<file path="src/rtl/complex_nr_mult_gen.sv">
// Time-multiplexed complex multiplier (a+jb)*(c+jd) with NUM_MULT shared integer multipliers.
// Products are built over 4/NUM_MULT phases, summed in one cycle, and handed off via valid/ready.
module complex_nr_mult_gen #(
    parameter int DATA_WIDTH = 8,
    parameter int NUM_MULT   = 2,
    parameter int SIGNED     = 0
) (
    input  logic                    clk,
    input  logic                    rstn,
    input  logic                    sw_rst,
    input  logic                    op_val,
    output logic                    op_ready,
    input  logic [DATA_WIDTH-1:0]   op_1_re,
    input  logic [DATA_WIDTH-1:0]   op_1_im,
    input  logic [DATA_WIDTH-1:0]   op_2_re,
    input  logic [DATA_WIDTH-1:0]   op_2_im,
    output logic                    res_val,
    input  logic                    res_ready,
    output logic [2*DATA_WIDTH:0]   result_re,
    output logic [2*DATA_WIDTH:0]   result_im
);

    localparam int DW   = DATA_WIDTH;
    localparam int PW   = 2 * DATA_WIDTH;
    localparam int RW   = 2 * DATA_WIDTH + 1;
    localparam int N_PH = 4 / NUM_MULT;
    localparam logic [1:0] PH_LAST = 2'(N_PH - 1);

    generate
        if (!(NUM_MULT == 1 || NUM_MULT == 2 || NUM_MULT == 4)) begin : g_bad_num_mult
            $error("complex_nr_mult_gen: NUM_MULT must be 1, 2 or 4");
        end
    endgenerate

    typedef enum logic [1:0] {IDLE, MUL, SUM, DONE} state_t;

    state_t            state_q;
    logic [DW-1:0]     a_q, b_q, c_q, d_q;
    logic [1:0]        phase_q;
    logic [PW-1:0]     prod_q [4];
    logic [RW-1:0]     res_re_q, res_im_q;

    logic [PW-1:0]     mult_res [NUM_MULT];
    logic [1:0]        mult_idx [NUM_MULT];
    logic [RW-1:0]     ext_p    [4];
    logic [RW-1:0]     sum_re_d, sum_im_d;
    logic              accept;

    // Product index k: 0=a*c, 1=b*d, 2=a*d, 3=b*c. Bit 0 picks a/b, bit0^bit1 picks c/d.
    generate
        for (genvar gi = 0; gi < NUM_MULT; gi++) begin : g_mult
            logic [DW-1:0] x, y;
            logic [PW-1:0] xe, ye;
            logic          sx, sy;
            assign mult_idx[gi] = 2'(int'(phase_q) * NUM_MULT + gi);
            assign x  = mult_idx[gi][0] ? b_q : a_q;
            assign y  = (mult_idx[gi][0] ^ mult_idx[gi][1]) ? d_q : c_q;
            assign sx = (SIGNED != 0) & x[DW-1];
            assign sy = (SIGNED != 0) & y[DW-1];
            assign xe = {{DW{sx}}, x};
            assign ye = {{DW{sy}}, y};
            // Low PW bits of the extended product equal the true signed/unsigned product.
            assign mult_res[gi] = xe * ye;
        end

        for (genvar gi = 0; gi < 4; gi++) begin : g_ext
            assign ext_p[gi] = {(SIGNED != 0) & prod_q[gi][PW-1], prod_q[gi]};
        end
    endgenerate

    assign sum_re_d = ext_p[0] - ext_p[1];
    assign sum_im_d = ext_p[2] + ext_p[3];

    assign op_ready  = (state_q == IDLE) || ((state_q == DONE) && res_ready);
    assign accept    = op_ready && op_val;
    assign res_val   = (state_q == DONE);
    assign result_re = res_re_q;
    assign result_im = res_im_q;

    always_ff @(posedge clk or negedge rstn) begin
        if (!rstn) begin
            state_q  <= IDLE;
            phase_q  <= '0;
            a_q      <= '0;
            b_q      <= '0;
            c_q      <= '0;
            d_q      <= '0;
            res_re_q <= '0;
            res_im_q <= '0;
            for (int i = 0; i < 4; i++) prod_q[i] <= '0;
        end else if (sw_rst) begin
            state_q  <= IDLE;
            phase_q  <= '0;
            a_q      <= '0;
            b_q      <= '0;
            c_q      <= '0;
            d_q      <= '0;
            res_re_q <= '0;
            res_im_q <= '0;
            for (int i = 0; i < 4; i++) prod_q[i] <= '0;
        end else begin
            case (state_q)
                IDLE, DONE: begin
                    if (accept) begin
                        a_q     <= op_1_re;
                        b_q     <= op_1_im;
                        c_q     <= op_2_re;
                        d_q     <= op_2_im;
                        phase_q <= '0;
                        state_q <= MUL;
                    end else if (state_q == DONE && res_ready) begin
                        state_q <= IDLE;
                    end
                end
                MUL: begin
                    for (int i = 0; i < NUM_MULT; i++) prod_q[mult_idx[i]] <= mult_res[i];
                    phase_q <= phase_q + 2'd1;
                    if (phase_q == PH_LAST) state_q <= SUM;
                end
                SUM: begin
                    res_re_q <= sum_re_d;
                    res_im_q <= sum_im_d;
                    state_q  <= DONE;
                end
                default: state_q <= IDLE;
            endcase
        end
    end

endmodule

</file>
<file path="config.mk">
export PLATFORM = sky130hd
export DESIGN_NAME = complex_nr_mult_gen
export DESIGN_NICKNAME = d
export VERILOG_FILES = /design/src/rtl/complex_nr_mult_gen.sv
export SDC_FILE = /design/constraint.sdc
export NUM_CORES = 1
export LEC_CHECK = 0
export ABC_AREA = 1
export BUFFER_PORTS_ARGS = -buffer_cell sky130_fd_sc_hd__buf_2
export CORE_UTILIZATION = 40
export DETAILED_ROUTE_END_ITERATION = 8
export PLACE_DENSITY_LB_ADDON = 0.05
export SETUP_SLACK_MARGIN = 0.15
export SYNTH_ARGS = -nofsm -noshare
export SYNTH_HDL_FRONTEND = slang
export SYNTH_SLANG_ARGS = --single-unit
</file>
<file path="constraint.sdc">
create_clock -name clk -period 9.1 [get_ports clk]
set_input_delay 1.82 -clock clk [delete_from_list [all_inputs] [get_ports clk]]
set_output_delay 1.82 -clock clk [all_outputs]
set_load 0.02 [all_outputs]
</file>
; Word level (Yosys, flattened, before mapping)
; Cells that the tools add are included.
[classes]
add_sub_neg = 4
n_reduce_logical = 15
muxes = 35
n_eq_ne = 7
mul = 2
n_lt_le_gt_ge = 4
bitwise_logic = 3
[op_table]
columns = operator, count
row1 = 64-bit bitwise mux, 2
row2 = 64-bit 2-to-1 mux, 2
row3 = 8-bit 2-to-1 mux, 15
row4 = 17-bit 2-to-1 mux, 4
row5 = 16-bit demux with 2-bit select, 2
row6 = 8-bit by 8-bit multiplier with 16-bit output, 2
row7 = 16-bit 2-to-1 mux, 2
row8 = 16-bit by 16-bit adder with 17-bit output, 1
row9 = 16-bit by 16-bit subtractor with 17-bit output, 1
row10 = 2-bit 2-to-1 mux, 6
row11 = 2-bit nonzero test, 4
row12 = "3-bit greater-or-equal comparator, second input constant", 2
row13 = "3-bit by 1-bit < comparator with 1-bit output, second input constant", 2
row14 = "3-bit != test, second input constant", 2
row15 = 2-bit NOT with 3-bit output, 2
row16 = 2-bit case mux with 3 select lines, 1
row17 = 2-bit AND reduction, 3
row18 = "2-bit by 1-bit adder with 2-bit output, second input constant", 2
row19 = "2-bit by 1-bit equality test with 1-bit output, second input constant", 2
row20 = "2-bit equality test, second input constant", 2
row21 = 1-bit logical AND, 4
row22 = "4-bit != test, second input constant", 1
row23 = 2-bit case mux with 2 select lines, 1
row24 = 3-bit nonzero test, 1
row25 = 4 further kinds, 4
[totals]
wordCells = 82
reg_bits = 134
input_bits = 37

; Logic depth before layout (Yosys ltp)
; Gate-level depths: netlist (run 1).
[depth]
ltp_word = 9
depth_mapped = 23

; Worst setup path after synthesis (run 1)
; OpenSTA, ideal clock, no wires.
[synth_path]
path_kind = reg2reg
start = register phase_q[0]
end = register prod_q, in the netlist ext_p[43]
path_stages_with_launch = 20
arrival_time_ns = 4.277
setup_ns = 0.126
setup_slack_ns = 4.697
path_cell_list = dfrtp_1 -> buf_4 -> nand2_1 -> o21ai_1 -> or2_2 -> fa_1 -> fa_1 -> inv_1 -> fa_1 -> inv_1 -> fa_1 -> inv_1 -> ha_1 -> nand2_1 -> inv_1 -> nand2_1 -> nand2_1 -> or2_2 -> nand3_1 -> o21ai_0
[synth_via]
elab_chain_len = 9
word_cells_on_any_way = 22
cone_classes = 1 x add/sub / 2 x mul / 4 x order compare / 10 x mux / 3 x bitwise / 2 x reduce/logical
[synth_rtl]
columns = element, line_no
row1 = "start, declared", 39  ; logic [1:0] phase_q;
row2 = "start signal, assigned", 117  ; phase_q <= phase_q + 2'd1;
row3 = branches (longest 6 deep; another with 8-bit by 8-bit multiplier with 16-bit output), n/a
row4 = 64-bit bitwise mux *, 116  ; for (int i = 0; i < NUM_MULT; i++) prod_q[mult_idx[i]] <= mult_res[i];
row5 = 64-bit 2-to-1 mux *, 102  ; case (state_q)
row6 = 64-bit 2-to-1 mux *, 91  ; end else if (sw_rst) begin
row7 = "end, declared", 40  ; logic [PW-1:0] prod_q [4];
; Mark *: on every way between the ends. The select of a mux whose other input is x is not followed.
; A chain may end at the register's enable or synchronous reset.

; Worst setup path in the final report (run 1)
; Ends and elaborated chain as after synthesis.

==> results, run 1 <==
- The H-tree depth reported by CTS is 4.
- The maximum buffer depth of the clock tree is 2.
- The share of the cycle needed by the critical path after routing is 0.519.
- Leaving out fill and tap cells, the most frequent cell in the layout is nand2_1.
- The power dissipated by switching net loads is 899 uW.
- The die height is 171 um.
- The tree is rooted in a clkbuf_16.
- The count of cell types in the netlist is 36.
- The die area is 29400 um2.
- The clock sink total is 134.
- The arrival time at the worst endpoint is 5.01 ns.
- The setup-violating endpoint count in the final report is 0.
- After detailed routing, the average wire length per cell comes to 14.3 um.
- The count of flip-flops with a built-in enable after synthesis is 0.
- After layout, the worst setup slack is roughly 4.4 ns.
- The startpoint identified for the worst register-to-register timing path is phase_q[0]$_DFFE_PN0P_.
- The floorplan step set the die width to 171 um.
- In this design, the largest share of critical-path delay is due to adder cells.
- The category of the critical setup timing path is reg2reg.
- The top-level port count is 73.
- The area of the placeable core is 28000 um2.
- The CTS tree is done.
- Row generation in the floorplan step produced 61 rows.
- The number of hold-repair buffers added at the cts stage is 0.
- The congestion estimate from routability-driven global placement came to 0.840.
- In this run the critical register-to-register path is captured at ext_p[43]$_DFFE_PN0P_.
- In this design, the stage delay of the slowest critical-path cell is 0.55 ns.
- The count of nets after finishing is ~1800.
- The number of DRC markers after the initial detailed-route iteration is 479.
- The area of the mapped netlist is 11500 um2.
- Counting both buffers and inverters, the worst setup path holds a total of 3.
- The total power per unit cell area is 168 nW/um2.
- The worst slack at placement is between 4 and 5 ns.
- The global-route wire length before repair is 47900 um.
- Derived from the worst setup path, the maximum achievable clock frequency is 212 MHz.
- STA classifies the critical path startpoint as a flop.
- The clock buffer count from CTS is 17.
- During synthesis, Yosys emitted a total of 0 warnings.
- The critical path goes through buf_4, o21ai_1, nor2_1, fa_1, fa_1, inv_1, fa_1, fa_1, inv_1, ha_1, nand2_1, nand3_1, nand2_1, nand2_1, or2_2, nand3_1, o21ai_0.
- The number of routed nets with antenna violations is 0.
- Entering global routing, the biggest net connects 79 pins.
- The most numerous cell type found on the critical path is fa_1.
- Detailed placement ended at an HPWL of 23200 um.
- The logic depth of the worst register-to-register path is 17.
- The worst path needs around 4.7 ns of the cycle, external delays included.
- The tightest hold path in the finished design has a slack of between 0.4 and 0.5 ns.
- In this run the number of cells on the critical path is 17.
- The area growth from synthesis to layout is 11.1%.
- For this run, global-route usage on met2 was measured as 0.347.
- The DRC violations left is 0.
- Buffers added to address setup during post-CTS repair amount to 0.
- Detailed routing inserted a total of between 9000 and 10000 vias.
- The maximum fanout encountered on the critical timing path is 34.
- 0 antenna diodes ended up in the layout.
- After global routing the overflow that remains totals 0.
- The worst hold path belongs to the class reg2reg.
- After detailed routing, the total wire length is 28700 um.
- For met1 alone, demand over resource in global routing was 0.283.
- Averaged over all synthesized cells, the footprint is 7.41 um2.
- The switching part of the total power is 0.420.
- The detail-routed via count per cell is 4.69.
- The max-slew violation count is 0.
- The starting density of the core is 0.410.
- The clock slew at the register clock pins of the worst setup and hold paths is 0.07 ns.
- The proportion of register bits with asynchronous set or reset after synthesis is 1.00.
- The post-route clock skew is approximately 0.019 ns.
- For hold timing, the worst endpoint is result_re[8]$_DFFE_PN0P_.
- The sequential fraction of design power is 0.324.
- The beginning of the worst hold path is result_re[8]$_DFFE_PN0P_.
- Counting instances, the worst hold path has a depth of 2.
- The slowest library cell on the worst path is fa_1.
- The number of buffers inserted by port buffering is 72.
- The share of cells above drive strength 1 is 0.0890.
- For the pin with the worst max-slew slack, the measured transition is 1.10 ns.
- The top cell types in the final layout, fill and taps aside, are nand2_1 (467), inv_1 (288), nor2_1 (151), dfrtp_1 (134), ha_1 (109).
- The number of iterations in the first detailed-routing pass is 7.
- The kind of end point of the critical path is a flop.
- The sequential cell area fraction in the yosys report is 0.292.
- The number of global-route vias before repair came to ~9300.
- The overall routing resource usage is 0.211.
- For the worst setup path, the data required time is 9.38 ns.
- VDD sags by at most 108 uV.
- The layer carrying the most global-route usage is met2.
- The worst-case headroom to the max-slew limit is 0.269.
- The number of hold violations in the final report came to 0.
- For flop-to-flop paths, the worst setup slack is around 4.4 ns.
- Synthesis produced 1549 cells.
- The internal portion of the total power is 1.24 mW.
- The initial antenna violation count is 0.
- Synthesis inferred 134 register bits.
- At the later pin of the worst-skew pair, clock insertion delay measures 0.43 ns.
- Max-cap violations in this run came to 0.
- The total negative slack for setup checks is 0 ns.
- The total leakage power is 7.12 nW.
- Of the total power, the clock network draws 0.316.
- The run finished with clean final reports.
- Once placement finished, the instance area stood at about 12000 um2.
- Of the total power, combinational logic draws 0.360.
- Once layout is done, the placed cells without fillers occupy around 13000 um2.
- Setup repair after global routing left no endpoint under its margin.
- In this run, post-CTS repair resized a total of 0 instances.
- When the netlist entered floorplanning its net count stood at approximately 1800.
- Measured on the finished design, the core utilization comes to 0.456.
- The met3 usage in global routing is 0.0228.
- For this run, the leading register cell type out of synthesis is dfrtp_1.
per-stage QoR:
stage,power (mW),cells
6_report,2.14,2008
5_1_grt,2.31,2008
4_1_cts,2.17,2008
3_5_place_dp,1.48,1976
3_3_place_gp,1.48,1976
2_1_floorplan,1.25,1549
cell families (layout without fill, tap and decap cells):
logic type | after synthesis | in the layout | share of synthesized area
xor gates and xnor gates | 19 | 19 | 0.0145
AOI/OAI and AO/OA | 148 | 148 | 0.0740
buffers and inverters | 319 | 400 | 0.108
adders and majority gates | 183 | 183 | 0.248
DFF | 134 | 134 | 0.292
and+or+nand+nor | 746 | 746 | 0.263
registers in the layout, summed over array words and instances (netlist names):
register and cells:
a_q 8, b_q 8, c_q 8, d_q 8, ext_p 64, phase_q 2
result_im 17, result_re 17, state_q 2
worst min-delay path, cell delays in order, from the launching register on:
cell and delay [ns]:
dfrtp_1 0.34, nand2_1 0.05, nand2_1 0.05
power by group through the flow:
stage / clock, mW / combinational [mW] / sequential (mW)
6_report: 0.678 / 0.771 / 0.693
5_1_grt: 0.724 / 0.885 / 0.701
4_1_cts: 0.693 / 0.782 / 0.694
3_5_place_dp: 0 / 0.777 / 0.705
3_3_place_gp: 0 / 0.773 / 0.703
2_1_floorplan: 0 / 0.527 / 0.725
layout make-up:
| type | instances | area, um2 |
|---|---|---|
| Inverter | 293 | 1100 |
| Clock buffer | 17 | 425 |
| Timing Repair Buffer | 75 | 389 |
| Multi-Input combinational cell | 1096 | 6890 |
| Fill cell | 3007 | 15200 |
| Tap cell | 378 | 473 |
| Sequential cell | 134 | 3350 |
| Clock inverter | 15 | 134 |
layer usage:
layer	part of all wire	up-vias	routed length (um)
met5	0	-	0
met4	0.030	0	873
met3	0.024	32	681
met2	0.45	161	12800
met1	0.50	4318	14300
li1	-	4904	-
how the worst max path moves through the flow:
stage | start | endpoint | slack, ns
floorplan | phase_q[0]$_DFFE_PN0P_ | ext_p[43]$_DFFE_PN0P_ | 4.70
global placement | phase_q[0]$_DFFE_PN0P_ | ext_p[43]$_DFFE_PN0P_ | 4.42
detailed placement | phase_q[0]$_DFFE_PN0P_ | ext_p[43]$_DFFE_PN0P_ | 4.38
CTS | phase_q[0]$_DFFE_PN0P_ | ext_p[43]$_DFFE_PN0P_ | 4.36
global route | phase_q[0]$_DFFE_PN0P_ | ext_p[43]$_DFFE_PN0P_ | 4.02
finish | phase_q[0]$_DFFE_PN0P_ | ext_p[43]$_DFFE_PN0P_ | 4.37
synthesized netlist by cell type, types with 2 or more instances:
cell type  count  area (um2)
a21o_1         2        15.0
a21oi_1       33         165
a22o_1         3        26.3
buf_2         14        70.1
buf_4          4        30.0
buf_6          2        22.5
clkbuf_1       6        22.5
clkinv_1       2        7.51
dfrtp_1      134        3350
fa_1          74        1480
ha_1         109        1360
inv_1        288        1080
inv_2          3        11.3
nand2_1      467        1750
nand3_1       86         430
nand3b_1       4        30.0
nand4_1       11        68.8
nor2_1       151         567
nor2_2         2        12.5
nor2_4         3        33.8
nor3_1         6        30.0
o21ai_0       64         320
o21ai_1       15        75.1
o21ai_2       18         158
o21bai_1       2        15.0
o22ai_1        8        50.1
or2_0          2        12.5
or2_2         11        68.8
xnor2_1       17         149
xor2_1         2        17.5
Power figures use the tool's default switching activity.
==> inputs of run 2 (changes only) <==
Clock period 9.1 ns to 4.6 ns, I/O delays scaled along.
==> results, run 2 (same netlist as run 1, synthesis figures left out) <==
- The flow ran to the end, and the final reports show no timing, DRC or antenna violations.
- The signal on the critical path passes through buf_12, o21ai_4, buf_6, nor2_2, fa_1, fa_2, fa_1, inv_1, fa_1, inv_1, ha_4, nand2_1, nand2_1, nand2_1, nand2_1, a21oi_1, xnor2_1, nand2_1, nand2_1.
- The final estimated routing congestion in global placement is 0.857.
- The clock reaches the later pin of the worst-skew pair after about 0.42 ns.
- The horizontal die dimension is between 150 and 200 um.
- The sum of buffers and inverters on the critical path is 4.
- The share of cells above drive strength 1 is 0.163.
- The cell repeated most along the worst path is nand2_1.
- Setup total negative slack on the finished layout was measured at 0 ns.
- Across the run, the number of max-cap violations was 0.
- The worst setup path is of the reg2reg kind.
- The analysis attributes to cell leakage a power of 7.44 nW.
- Clock tree synthesis selected as its root buffer the cell clkbuf_16.
- TritonCTS built the clock tree.
- The number of global-route vias before repair is 9521.
- The H-tree depth reported by CTS is 4.
- Grouping stages by cell kind, the critical path spends the most delay in adder cells.
- After detailed routing, the average wire length per cell comes to 14.4 um.
- The count of nets after finishing is 1880.
- The DRC violations left is 0.
- For the pin with the worst max-slew slack, the measured transition is 1.21 ns.
- Detailed routing inserted a total of approximately 9700 vias.
- The area growth from synthesis to layout is 19.0%.
- Leaving out fill and tap cells, the most frequent cell in the layout is nand2_1.
- At the worst endpoint, the arrival time is 4.66 ns.
- Setup repair after global routing could not meet its margin everywhere.
- The number of hold-repair buffers added at the cts stage is 0.
- Derived from the worst setup path, the maximum achievable clock frequency is 232 MHz.
- The longest individual stage delay on the worst path is 0.59 ns.
- The initial utilization of the core area, before any placement, comes to 0.410.
- The number of hold violations in the final report is 0.
- The max-slew violation count was 0.
- The die is roughly 170 um tall.
- The global-route wire length before repair is 48900 um.
- The critical path startpoint category is a flop.
- The register with the most flip-flops in the layout has 64 of them.
- The area used by sequential logic in the layout is 3350 um2.
- Detailed placement finished with a half-perimeter wire length of 23400 um.
- The detail route stage leaves a number of antenna-violating nets equal to 0.
- The worst min-delay path category is reg2reg.
- The initial antenna violation count is 0.
- The clock sink total is 134.
- Entering global routing, the biggest net connects 93 pins.
- For this run, the total global-route usage over all layers was measured as 0.214.
- After floorplanning, the core was sized to cover 28000 um2.
- The number of core rows is a little over 60.
- The clock slew at the register clock pins of the worst setup and hold paths is ~0.060 ns.
- The aggregate global routing overflow is 0.
- The kind of end point of the critical path is a flop.
- No sink is reached through more buffers than the 2 on the longest clock path.
- After detailed routing, the total wire length is 29600 um.
- The total power per unit cell area is 349 nW/um2.
- Pin placement for this block handled 73 I/O pins.
- The setup-violating endpoint count in the final report is 0.
- On the critical path, the stage with the largest delay is an instance of fa_1.
- Measured against its own limit, the worst slew margin works out to 0.192.
- The die area is ~29000 um2.
- Counting the fill cells in the layout gives 2877.
- Across the VDD grid, the largest voltage drop is 258 uV.
- The share of the cycle needed by the critical path after routing is 0.936.
- The post-layout utilization of the core is 0.488.
- The count of antenna diodes in the layout is 0.
- The first detailed-routing pass took 7 iterations.
- After layout, the minimum clock period comes to 4.31 ns.
- The clock buffer count from CTS is 17.
- For this block, the initial DRC count from the detailed router was 419.
- The number of buffers inserted by port buffering is 72.
- The detail-routed via count per cell is between 4 and 5.
- The multi-input combinational cells in the finished layout cover a total of 7340 um2.
- In this run the worst path has a maximum fanout of 7.
- The required time of the critical path is 4.95 ns.
- For the final database, setup skew stands at about 0.0098 ns.
- In the layout the commonest cells are nand2_1 (442), inv_1 (280), nor2_1 (134), dfrtp_1 (133), ha_1 (100).
run 2: worst paths after layout:
kind | from | to | slack [ns] | depth (start not counted)
min in group asynchronous | rstn | result_im[3]$_DFFE_PN0P_ | 0.59 | 1
worst max-delay path | phase_q[0]$_DFFE_PN0P_ | ext_p[45]$_DFFE_PN0P_ | 0.29 | 19
worst max register to register | phase_q[0]$_DFFE_PN0P_ | ext_p[45]$_DFFE_PN0P_ | 0.29 | 19
worst min-delay path | result_re[12]$_DFFE_PN0P_ | result_re[12]$_DFFE_PN0P_ | 0.47 | 2
worst min register to register | result_re[12]$_DFFE_PN0P_ | result_re[12]$_DFFE_PN0P_ | 0.47 | 2
max in group asynchronous | rstn | ext_p[36]$_DFFE_PN0P_ | 3.13 | 2
run 2: worst min-delay path, cell delays in order, from the launching register on:
cell and delay, ns:
dfrtp_1 0.34, nand2_1 0.05, nand2_1 0.05
run 2: layout make-up:
cell class | instances | share of cell area
inverters | 293 | 0.0805
flip-flops and latches | 134 | 0.246
clock inverters | 12 | 0.0103
well taps | 378 | 0.0346
multi-input cells | 1096 | 0.537
repair buffers | 118 | 0.0583
clock buffers | 20 | 0.0334
run 2: power by group:
group          switching (mW)  internal [mW]  total [mW]
registers              0.0888           1.30        1.39
clock network           0.578          0.837        1.41
logic                    1.23          0.740        1.97
total                    1.89           2.88        4.77
run 2: stage by stage:
step / total power [mW] / std cells / hold WS, ns / cell area, um2 / setup slack, ns
floorplan: 2.48 / 1549 / 0.449 / 11500 / 0.197
global placement: 3.07 / 2002 / 0.458 / 12400 / 0.184
detailed placement: 3.08 / 2002 / 0.460 / 12400 / 0.154
CTS: 4.52 / 2034 / 0.478 / 13000 / 0.159
global route: 5.09 / 2051 / 0.493 / 13700 / 0.106
finish: 4.77 / 2051 / 0.473 / 13700 / 0.292
run 2: timing repair:
action                                 CTS  global route
endpoints found under the hold margin    0             0
setup endpoints to repair                2            36
gates cloned                             0             3
buffers inserted                         0            14
gates resized for setup                  2           122
pin swaps                                0            51
run 2: routing by layer:
metal  GRT usage  vias to the layer above  share of wire
met5           0                        -              0
met4      0.0563                        0          0.019
met3      0.0232                       34          0.028
met2       0.365                      181           0.47
met1       0.286                     4524           0.49
li1            -                     4988              -
